**src/rtl/fp_iter_core_arbiter_if.sv**
```systemverilog
// Bundle of requester, shared-core and response signals for fp_iter_core_arbiter.
// The slave modport is the arbiter's view; master is the surrounding environment.
interface fp_iter_core_arbiter_if #(
    parameter int DATA_WIDTH = 57,
    parameter int ID_WIDTH   = 3
);
    logic                  div_valid;
    logic                  div_ready;
    logic [ID_WIDTH-1:0]   div_id;
    logic [DATA_WIDTH-1:0] div_a;
    logic [DATA_WIDTH-1:0] div_b;

    logic                  sqrt_valid;
    logic                  sqrt_ready;
    logic [ID_WIDTH-1:0]   sqrt_id;
    logic [DATA_WIDTH-1:0] sqrt_a;

    logic                  core_start;
    logic                  core_op;
    logic [DATA_WIDTH-1:0] core_a;
    logic [DATA_WIDTH-1:0] core_b;
    logic                  core_done;
    logic [DATA_WIDTH-1:0] core_result;
    logic [DATA_WIDTH-1:0] core_remainder;

    logic [1:0]            rsp_valid;
    logic [ID_WIDTH-1:0]   rsp_id;
    logic [DATA_WIDTH-1:0] rsp_result;
    logic [DATA_WIDTH-1:0] rsp_remainder;
    logic [1:0]            rsp_ack;

    logic                  flush;

    modport slave (
        input  div_valid, div_id, div_a, div_b,
        input  sqrt_valid, sqrt_id, sqrt_a,
        input  core_done, core_result, core_remainder,
        input  rsp_ack, flush,
        output div_ready, sqrt_ready,
        output core_start, core_op, core_a, core_b,
        output rsp_valid, rsp_id, rsp_result, rsp_remainder
    );

    modport master (
        output div_valid, div_id, div_a, div_b,
        output sqrt_valid, sqrt_id, sqrt_a,
        output core_done, core_result, core_remainder,
        output rsp_ack, flush,
        input  div_ready, sqrt_ready,
        input  core_start, core_op, core_a, core_b,
        input  rsp_valid, rsp_id, rsp_result, rsp_remainder
    );
endinterface

```
**src/rtl/fp_iter_core_arbiter.sv**
```systemverilog
// Round-robin arbiter sharing one iterative divide/sqrt core between two requesters.
// Handshake: a requester's op transfers on a cycle where its valid and ready are both high.
module fp_iter_core_arbiter #(
    parameter int DATA_WIDTH = 57,
    parameter int ID_WIDTH   = 3
) (
    input  logic                  clk,
    input  logic                  rst,
    fp_iter_core_arbiter_if.slave bus,
    output logic [1:0]            dbg_state
);
    typedef enum logic [1:0] {
        IDLE  = 2'd0,
        RUN   = 2'd1,
        HOLD  = 2'd2,
        DRAIN = 2'd3
    } state_t;

    state_t                state;
    state_t                state_next;
    logic                  last_sqrt;
    logic                  owner_op;
    logic [ID_WIDTH-1:0]   owner_id;
    logic [DATA_WIDTH-1:0] result_q;
    logic [DATA_WIDTH-1:0] remainder_q;

    logic                  owner_ack;
    logic                  window;
    logic                  grant_div;
    logic                  grant_sqrt;
    logic                  grant;
    logic                  capture;

    // rst is folded into the window so ready/core_start drop the instant reset asserts.
    always_comb begin
        owner_ack  = (state == HOLD) && bus.rsp_ack[owner_op];
        window     = rst && !bus.flush && ((state == IDLE) || owner_ack);
        grant_div  = window && bus.div_valid  && (!bus.sqrt_valid || last_sqrt);
        grant_sqrt = window && bus.sqrt_valid && (!bus.div_valid  || !last_sqrt);
        grant      = grant_div || grant_sqrt;
        capture    = (state == RUN) && bus.core_done && !bus.flush;
    end

    always_comb begin
        state_next = state;
        case (state)
            IDLE: begin
                if (grant) state_next = RUN;
            end
            RUN: begin
                if (bus.flush)          state_next = bus.core_done ? IDLE : DRAIN;
                else if (bus.core_done) state_next = HOLD;
            end
            HOLD: begin
                if (bus.flush)      state_next = IDLE;
                else if (owner_ack) state_next = grant ? RUN : IDLE;
            end
            DRAIN: begin
                if (bus.core_done) state_next = IDLE;
            end
            default: state_next = IDLE;
        endcase
    end

    always_ff @(posedge clk or negedge rst) begin
        if (!rst) begin
            state     <= IDLE;
            last_sqrt <= 1'b1;
        end else begin
            state <= state_next;
            if (grant) last_sqrt <= grant_sqrt;
        end
    end

    always_ff @(posedge clk) begin
        if (grant) begin
            owner_op <= grant_sqrt;
            owner_id <= grant_sqrt ? bus.sqrt_id : bus.div_id;
        end
        if (capture) begin
            result_q    <= bus.core_result;
            remainder_q <= bus.core_remainder;
        end
    end

    assign bus.div_ready     = grant_div;
    assign bus.sqrt_ready    = grant_sqrt;
    assign bus.core_start    = grant;
    assign bus.core_op       = grant_sqrt;
    assign bus.core_a        = grant_sqrt ? bus.sqrt_a : bus.div_a;
    assign bus.core_b        = grant_sqrt ? '0 : bus.div_b;

    assign bus.rsp_valid     = (state == HOLD) ? (owner_op ? 2'b10 : 2'b01) : 2'b00;
    assign bus.rsp_id        = owner_id;
    assign bus.rsp_result    = result_q;
    assign bus.rsp_remainder = remainder_q;

    assign dbg_state         = state;

    a_ready_onehot: assert property (@(posedge clk) disable iff (!rst)
        !(bus.div_ready && bus.sqrt_ready));
endmodule

```
**src/flat_wrapper.sv**
```systemverilog
// flat-port wrapper written by rule: the top's interface ports become plain ports
module fp_iter_core_arbiter_flat 
#(
    parameter int DATA_WIDTH = 57,
    parameter int ID_WIDTH   = 3
)
  (clk, rst, dbg_state, bus_div_valid, bus_div_id, bus_div_a, bus_div_b, bus_sqrt_valid, bus_sqrt_id, bus_sqrt_a, bus_core_done, bus_core_result, bus_core_remainder, bus_rsp_ack, bus_flush, bus_div_ready, bus_sqrt_ready, bus_core_start, bus_core_op, bus_core_a, bus_core_b, bus_rsp_valid, bus_rsp_id, bus_rsp_result, bus_rsp_remainder);
  fp_iter_core_arbiter_if #(.DATA_WIDTH(DATA_WIDTH), .ID_WIDTH(ID_WIDTH)) bus_i ();
  input  logic clk;
  input  logic rst;
  output logic [1:0] dbg_state;
  input wire logic [$bits(bus_i.div_valid)-1:0] bus_div_valid;
  input wire logic [$bits(bus_i.div_id)-1:0] bus_div_id;
  input wire logic [$bits(bus_i.div_a)-1:0] bus_div_a;
  input wire logic [$bits(bus_i.div_b)-1:0] bus_div_b;
  input wire logic [$bits(bus_i.sqrt_valid)-1:0] bus_sqrt_valid;
  input wire logic [$bits(bus_i.sqrt_id)-1:0] bus_sqrt_id;
  input wire logic [$bits(bus_i.sqrt_a)-1:0] bus_sqrt_a;
  input wire logic [$bits(bus_i.core_done)-1:0] bus_core_done;
  input wire logic [$bits(bus_i.core_result)-1:0] bus_core_result;
  input wire logic [$bits(bus_i.core_remainder)-1:0] bus_core_remainder;
  input wire logic [$bits(bus_i.rsp_ack)-1:0] bus_rsp_ack;
  input wire logic [$bits(bus_i.flush)-1:0] bus_flush;
  output wire logic [$bits(bus_i.div_ready)-1:0] bus_div_ready;
  output wire logic [$bits(bus_i.sqrt_ready)-1:0] bus_sqrt_ready;
  output wire logic [$bits(bus_i.core_start)-1:0] bus_core_start;
  output wire logic [$bits(bus_i.core_op)-1:0] bus_core_op;
  output wire logic [$bits(bus_i.core_a)-1:0] bus_core_a;
  output wire logic [$bits(bus_i.core_b)-1:0] bus_core_b;
  output wire logic [$bits(bus_i.rsp_valid)-1:0] bus_rsp_valid;
  output wire logic [$bits(bus_i.rsp_id)-1:0] bus_rsp_id;
  output wire logic [$bits(bus_i.rsp_result)-1:0] bus_rsp_result;
  output wire logic [$bits(bus_i.rsp_remainder)-1:0] bus_rsp_remainder;
  assign bus_i.div_valid = bus_div_valid;
  assign bus_i.div_id = bus_div_id;
  assign bus_i.div_a = bus_div_a;
  assign bus_i.div_b = bus_div_b;
  assign bus_i.sqrt_valid = bus_sqrt_valid;
  assign bus_i.sqrt_id = bus_sqrt_id;
  assign bus_i.sqrt_a = bus_sqrt_a;
  assign bus_i.core_done = bus_core_done;
  assign bus_i.core_result = bus_core_result;
  assign bus_i.core_remainder = bus_core_remainder;
  assign bus_i.rsp_ack = bus_rsp_ack;
  assign bus_i.flush = bus_flush;
  assign bus_div_ready = bus_i.div_ready;
  assign bus_sqrt_ready = bus_i.sqrt_ready;
  assign bus_core_start = bus_i.core_start;
  assign bus_core_op = bus_i.core_op;
  assign bus_core_a = bus_i.core_a;
  assign bus_core_b = bus_i.core_b;
  assign bus_rsp_valid = bus_i.rsp_valid;
  assign bus_rsp_id = bus_i.rsp_id;
  assign bus_rsp_result = bus_i.rsp_result;
  assign bus_rsp_remainder = bus_i.rsp_remainder;
  fp_iter_core_arbiter #(.DATA_WIDTH(DATA_WIDTH), .ID_WIDTH(ID_WIDTH)) u_core (.clk(clk), .rst(rst), .bus(bus_i), .dbg_state(dbg_state));
endmodule
```
**config.mk**
```make
export PLATFORM = sky130hd
export DESIGN_NAME = fp_iter_core_arbiter_flat
export DESIGN_NICKNAME = d
export VERILOG_FILES = /design/src/rtl/fp_iter_core_arbiter_if.sv /design/src/rtl/fp_iter_core_arbiter.sv /design/src/flat_wrapper.sv
export SDC_FILE = /design/constraint.sdc
export NUM_CORES = 1
export LEC_CHECK = 0
export CORE_AREA = 2 2 207 209
export CTS_BUF_LIST = sky130_fd_sc_hd__clkbuf_2 sky130_fd_sc_hd__clkbuf_4 sky130_fd_sc_hd__clkbuf_8
export DETAILED_ROUTE_END_ITERATION = 10
export DIE_AREA = 0 0 209 211
export HOLD_SLACK_MARGIN = 0.05
export PLACE_DENSITY_LB_ADDON = 0.3
export REMOVE_ABC_BUFFERS = 1
export SKIP_LAST_GASP = 1
export SLEW_MARGIN = 10
export SYNTH_ARGS = -nofsm -noshare
export SYNTH_HDL_FRONTEND = slang
export SYNTH_SLANG_ARGS = --single-unit
```
**constraint.sdc**
```tcl
create_clock -name clk -period 5.45 [get_ports clk]
set_input_delay 0.8175 -clock clk [delete_from_list [all_inputs] [get_ports clk]]
set_output_delay 0.8175 -clock clk [all_outputs]
set_load 0.02 [all_outputs]
```
==> results.tsv, run 1 <==
stage	metric	value	unit
floorplan	die area	0.0441	mm²
place	DP Wirelength	23800	µm
floorplan	boundary pin count	538	
synth	asr flop ratio synth	2.48	%
clock_tree	Clock Path Buffers	2	
worst_setup_path	Reg2Reg Depth	3	
clock_tree	CTS H-tree lvls	4	
clock_tree	post-CTS setup buffers	0	
synth	EDFF count, synth	118	
synth	synth unique cells	26	
route	Pre-Repair DR Iteration Count	4	
worst_setup_path	CP max stage delay	0.59	ns
route	vias per cell	3.38	
floorplan	initial core utilization	11.8	%
power_and_ir_drop	Peak VDD IR	0.000150	V
finish	Fill cells	4317	
worst_hold_path	Worst Hold Depth	1	
timing	final period utilization	80.1	%
timing	RSZ-0062 raised after global routing	false	
worst_setup_path	CP Launch Type	primary input	
worst_setup_path	critical-path cell list	clkdlybuf4s50_1 -> nand4bb_1 -> a211oi_4 -> buf_12 -> mux2_2 -> clkdlybuf4s50_1	
worst_hold_path	Hold Path Class	register to register	
finish	most common cell after layout, fill and taps aside	clkdlybuf4s50_1	
route	via count	4653	
timing	Worst Tran Pin Value	0.803	ns
worst_setup_path	Crit path top cell by count	clkdlybuf4s50_1	
worst_setup_path	critical path arrival	3.55	ns
clock_tree	CTS tree	built	
route	post-route ant nets	0	
worst_setup_path	crit path buf inv count	3	
worst_setup_path	Crit Path Max Fanout	76	
worst_setup_path	WP data required	4.63	ns
floorplan	core outline area	0.0418	mm²
floorplan	Vert. Die Dim	211	µm
outcome	status	finished, final reports clean	
synth	register area share after synthesis	73.4	%
clock_tree	CTS clk-pin slew, worst paths	0.08	ns
timing	max-slew violation count	0	
synth	Synth Register Bits	121	
power_and_ir_drop	Power Dens Cells	226	mW/mm²
timing	post-route worst setup slack	1.09	ns
finish	area delta synth->final	130	%
finish	share of layout cells above drive strength 1	10.9	%
worst_setup_path	Levels on crit path	6	
global_route	initial antenna violation count	7	
global_route	first-pass GRT wire length	37400	µm
synth	number of synthesis warnings	0	
floorplan	FP Rows	75	
power_and_ir_drop	Leak	3.87	nW
route	Residual DRC	0	
clock_tree	Resize count post-CTS	0	
global_route	total gr overflow	0	
timing	FMAX	229	MHz
worst_setup_path	CP max stage cell	clkdlybuf4s50_1	
synth	Main synth FF type	edfxtp_1	
clock_tree	CTS Sinks	121	
global_route	vias in the first global route	5125	
finish	Final nets	1119	
finish	most frequent cells in the layout	537 x clkdlybuf4s50_1, 118 x edfxtp_1, 57 x nor2b_1, 52 x mux2_2, 17 x clkbuf_8	
worst_setup_path	Crit. End Element	output pin	
route	initial DRC count	147	
timing	worst hold slack	0.512	ns
clock_tree	CTS Hold Bufs	0	
global_route	Total GRT Usage	12.3	%
route	Routed WL	28100	µm
place	dpl ws	1.06	ns
worst_setup_path	top cell family by delay on the critical path	buffers and inverters	
timing	Sum Neg Setup Slack	0	ns
synth	Mean Syn Cell Area	18.1	µm²
timing	Fin. Hold Viols	0	
timing	# setup viols final	0	
clock_tree	worst skew pair latency	0.46	ns
synth	Post-Synthesis Cells	272	
synth	Mapped Area	0.00493	mm²
timing	relative slew slack	45.1	%
place	gp weighted congestion	0.855	
place	# port buffers	537	
timing	Tmin final	4.36	ns
worst_setup_path	critical path class	primary input to output pin	
flow_run	max-cap violation count	0	
floorplan	Die W	209	µm
clock_tree	Root Driver	clkbuf_8	
clock_tree	total CTS buffers	17	
route	WL per Instance	20.4	µm
timing	clock skew	0.0137	ns
global_route	largest net degree at the start of global routing	77	
Yosys cell counts (all sizes together), types with 2 or more instances:
master	instances	share of area, %
nor2b	57	7.2
and3	2	0.25
mux2	60	14
and2	2	0.25
edfxtp	118	72
nor2	2	0.15
dfrtp	2	1.0
buf	13	2.4
inv	2	0.15
routing by layer:
| layer | part of all wire, % | GRT usage [%] |
|---|---|---|
| met1 | 32 | 10.9 |
| met5 | 0 | 0 |
| met2 | 52 | 22.7 |
| met4 | 2.9 | 6.18 |
| met3 | 13 | 6.44 |
final timing paths:
path / slack [ns] / end / start
max in group asynchronous: 4.64 / u_core.last_sqrt / rst
worst max register to register: 3.19 / u_core.bus.rsp_remainder[25] / u_core.dbg_state[1]
min in group asynchronous: 0.56 / u_core.dbg_state[0] / rst
worst max-delay path: 1.09 / bus_core_a[12] / rst
worst min-delay path: 0.51 / u_core.last_sqrt / u_core.last_sqrt
worst min register to register: 0.51 / u_core.last_sqrt / u_core.last_sqrt
report_power, final:
| part | internal, W | leakage, nW | switching (W) | total, W |
|---|---|---|---|---|
| Clock | 0.000458 | 0.203 | 0.000386 | 0.000844 |
| Combinational | 0.000384 | 2.56 | 0.000262 | 0.000646 |
| Sequential | 0.00106 | 1.11 | 0.0000128 | 0.00107 |
flip-flops by register name, summed over array words and instances, names as in the netlist:
signal                    cells
u_core.bus.rsp_id             3
u_core.bus.rsp_remainder     57
u_core.last_sqrt              1
u_core.owner_op               1
u_core.dbg_state              2
u_core.bus.rsp_result        57
worst register-to-register path, delay by kind of cell (launching register included):
kind                   cells  cell delay [ns]
AND/OR/NAND/NOR            2             0.81
buffers and inverters      1             0.60
flip-flops                 1             0.48
area by class of cell:
| type | count | area (µm²) | share of cell area [%] |
|---|---|---|---|
| clock buffer | 18 | 241 | 2.13 |
| clock inverter | 14 | 170 | 1.50 |
| timing repair buffer | 542 | 5430 | 47.8 |
| tap | 539 | 674 | 5.95 |
| sequential | 121 | 3620 | 31.9 |
| inverter | 2 | 7.51 | 0.0662 |
| multi-input combinational | 136 | 1190 | 10.5 |
| antenna | 4 | 10.0 | 0.0883 |
through the flow:
step                      util, %  power [W]  cells  area (µm²)
after floorplan                 -    0.00131    259        4810
after global placement       26.1    0.00175   1340       10900
after detailed placement     26.1    0.00174   1340       10900
after CTS                    27.1    0.00262   1372       11300
after global routing         27.2    0.00267   1376       11300
final                        27.2    0.00256   1376       11300
kinds of logic (layout without fill, tap and decap cells):
kind of cell | after synthesis | after routing | synth area share, %
flip-flops | 121 | 121 | 73.4
other | 0 | 4 | 0
AO/OA/AOI/OAI | 6 | 6 | 1.24
AND/OR/NAND/NOR | 68 | 68 | 8.71
multiplexers | 61 | 61 | 13.9
XOR/XNOR | 1 | 1 | 0.178
buffers and inverters | 15 | 576 | 2.51
Note: power is estimated with default switching activity, not from simulation.
==> run 2, diff against run 1 <==
==> constraint.sdc (replaced) <==
create_clock -name clk -period 4.1 [get_ports clk]
set_input_delay 0.615 -clock clk [delete_from_list [all_inputs] [get_ports clk]]
set_output_delay 0.615 -clock clk [all_outputs]
set_load 0.02 [all_outputs]
==> run 2 against run 1 <==
Routed wire length up 1.4%. Hold slack worse by 0.14 ns. Critical path depth unchanged. Total power up 28%. Final cell count up 0.44%. Register-to-register slack worse by 1.2 ns. Count of clock-buffer cells in the layout up 1. Setup slack worse by 0.69 ns. Die area unchanged. Via count up 1.1%.
==> results.tsv, run 2 (synthesis results as in run 1) <==
stage	metric	value	unit
worst_setup_path	CP Launch Type	primary input	
route	Residual DRC	0	
worst_setup_path	top cell family by delay on the critical path	buffers and inverters	
finish	area occupied by multi-input gates	0.00119	mm²
power_and_ir_drop	Leak	3.88	nW
finish	area delta synth->final	130	%
power_and_ir_drop	Power Dens Cells	289	mW/mm²
global_route	M2 GR Usage	22.8	%
clock_tree	total CTS buffers	17	
worst_setup_path	CP max stage delay	0.59	ns
finish	Fill cells	4309	
global_route	largest net degree at the start of global routing	46	
floorplan	core outline area	0.0418	mm²
clock_tree	Clock Path Buffers	2	
finish	final core occ	27.2	%
place	DP Wirelength	24100	µm
route	Routed WL	28500	µm
worst_setup_path	Crit Path Max Fanout	44	
timing	# setup viols final	0	
place	Placed Cells	1346	
finish	share of layout cells above drive strength 1	11.7	%
finish	most common cell after layout, fill and taps aside	clkdlybuf4s50_1	
global_route	grt met3 use	6.10	%
clock_tree	CTS Hold Bufs	0	
worst_setup_path	Levels on crit path	6	
clock_tree	CTS Sinks	121	
floorplan	Die W	209	µm
global_route	first-pass GRT wire length	37900	µm
clock_tree	worst skew pair latency	0.46	ns
floorplan	die area	0.0441	mm²
route	Pre-Repair DR Iteration Count	4	
timing	clock skew	0.00844	ns
finish	Non-Filler Instances	1382	
worst_setup_path	Crit path top cell by count	clkdlybuf4s50_1	
clock_tree	post-CTS setup buffers	0	
global_route	GRT busiest layer	met2	
route	initial DRC count	178	
finish	most frequent cells in the layout	536 x clkdlybuf4s50_1, 118 x edfxtp_1, 57 x nor2b_1, 52 x mux2_2, 17 x clkbuf_8	
route	via count	4702	
timing	final period utilization	90.4	%
worst_setup_path	Crit. End Element	output pin	
worst_setup_path	WP data required	3.48	ns
worst_setup_path	r2r endpoint	u_core.bus.rsp_id[1]	
timing	RSZ-0062 raised after global routing	false	
flow_run	max-cap violation count	0	
timing	Fin. Hold Viols	0	
clock_tree	Root Driver	clkbuf_8	
clock_tree	CTS tree	built	
clock_tree	CTS H-tree lvls	4	
global_route	initial antenna violation count	2	
route	post-route ant nets	0	
global_route	Total GRT Usage	12.4	%
route	WL per Instance	20.6	µm
timing	FMAX	270	MHz
global_route	total gr overflow	0	
worst_setup_path	Reg2Reg Depth	4	
worst_setup_path	critical path arrival	3.09	ns
timing	Tmin final	3.71	ns
power_and_ir_drop	Peak VDD IR	0.000121	V
route	vias per cell	3.40	
floorplan	boundary pin count	538	
finish	Final nets	1125	
worst_setup_path	CP max stage cell	clkdlybuf4s50_1	
worst_hold_path	Hold Path Class	primary input to asynchronous set/reset pin	
worst_setup_path	critical path class	primary input to output pin	
place	# port buffers	537	
outcome	status	finished, final reports clean	
timing	relative slew slack	52.7	%
clock_tree	CTS clk-pin slew, worst paths	0.07	ns
worst_setup_path	crit path buf inv count	3	
floorplan	initial core utilization	11.8	%
timing	Sum Neg Setup Slack	0	ns
place	gp weighted congestion	0.849	
floorplan	Vert. Die Dim	211	µm
floorplan	FP Rows	75	
worst_setup_path	worst r2r src	u_core.dbg_state[0]	
global_route	vias in the first global route	5140	
timing	Worst Tran Pin Value	0.710	ns
clock_tree	Resize count post-CTS	0	
worst_setup_path	critical-path cell list	clkdlybuf4s50_1 -> nand4bb_1 -> a211oi_4 -> buf_12 -> mux2_2 -> clkdlybuf4s50_1	
global_route	met1 Use GR	11.4	%
finish	FF+latch area	0.00362	mm²
timing	max-slew violation count	0	
worst_setup_path	r2r setup slk	1.98	ns
==> run 2: worst max path at each step <==
stage	to	from
floorplan	bus_core_a[0]	bus_flush
global placement	bus_core_a[21]	rst
detailed placement	bus_core_a[21]	rst
CTS	bus_core_a[21]	rst
global route	bus_core_b[29]	rst
finish	bus_core_a[21]	rst
==> run 2: layer usage <==
metal / part of all wire (%) / vias up / wire (µm)
met4: 3.3 / 0 / 946
met1: 33 / 2190 / 9420
met5: 0 / - / 0
met2: 52 / 355 / 14800
met3: 12 / 34 / 3300
li1: - / 2123 / -
==> run 2: layout make-up <==
class,instances,area share (%)
antenna,4,0.0882
clock buffer,19,2.19
clock inverter,13,0.926
inverter,2,0.0662
multi-input combinational,136,10.5
sequential,121,31.9
tap,539,5.94
timing repair buffer,548,48.4
==> run 2: worst reg2reg max path, delay by kind of cell (launching register included) <==
family	cells	cell delay (ns)
multiplexers	1	0.42
AND/OR/NAND/NOR	1	0.31
flip-flops	1	0.47
AO/OA/AOI/OAI	1	0.40
buffers and inverters	1	0.25
==> run 2: where the power goes <==
group          switching, W  internal (W)  leakage [nW]
Sequential        0.0000180       0.00141          1.11
Clock              0.000499      0.000484         0.174
Combinational      0.000356      0.000516          2.60
==> run 2: metrics by stage <==
step	total power (W)	setup WS [ns]	hold WS [ns]	instance area, µm²
floorplan	0.00175	-0.862	0.319	4810
global placement	0.00233	0.386	0.495	11000
detailed placement	0.00233	0.357	0.507	11000
CTS	0.00335	0.359	0.316	11300
global route	0.00343	0.270	0.340	11300
finish	0.00328	0.392	0.370	11300
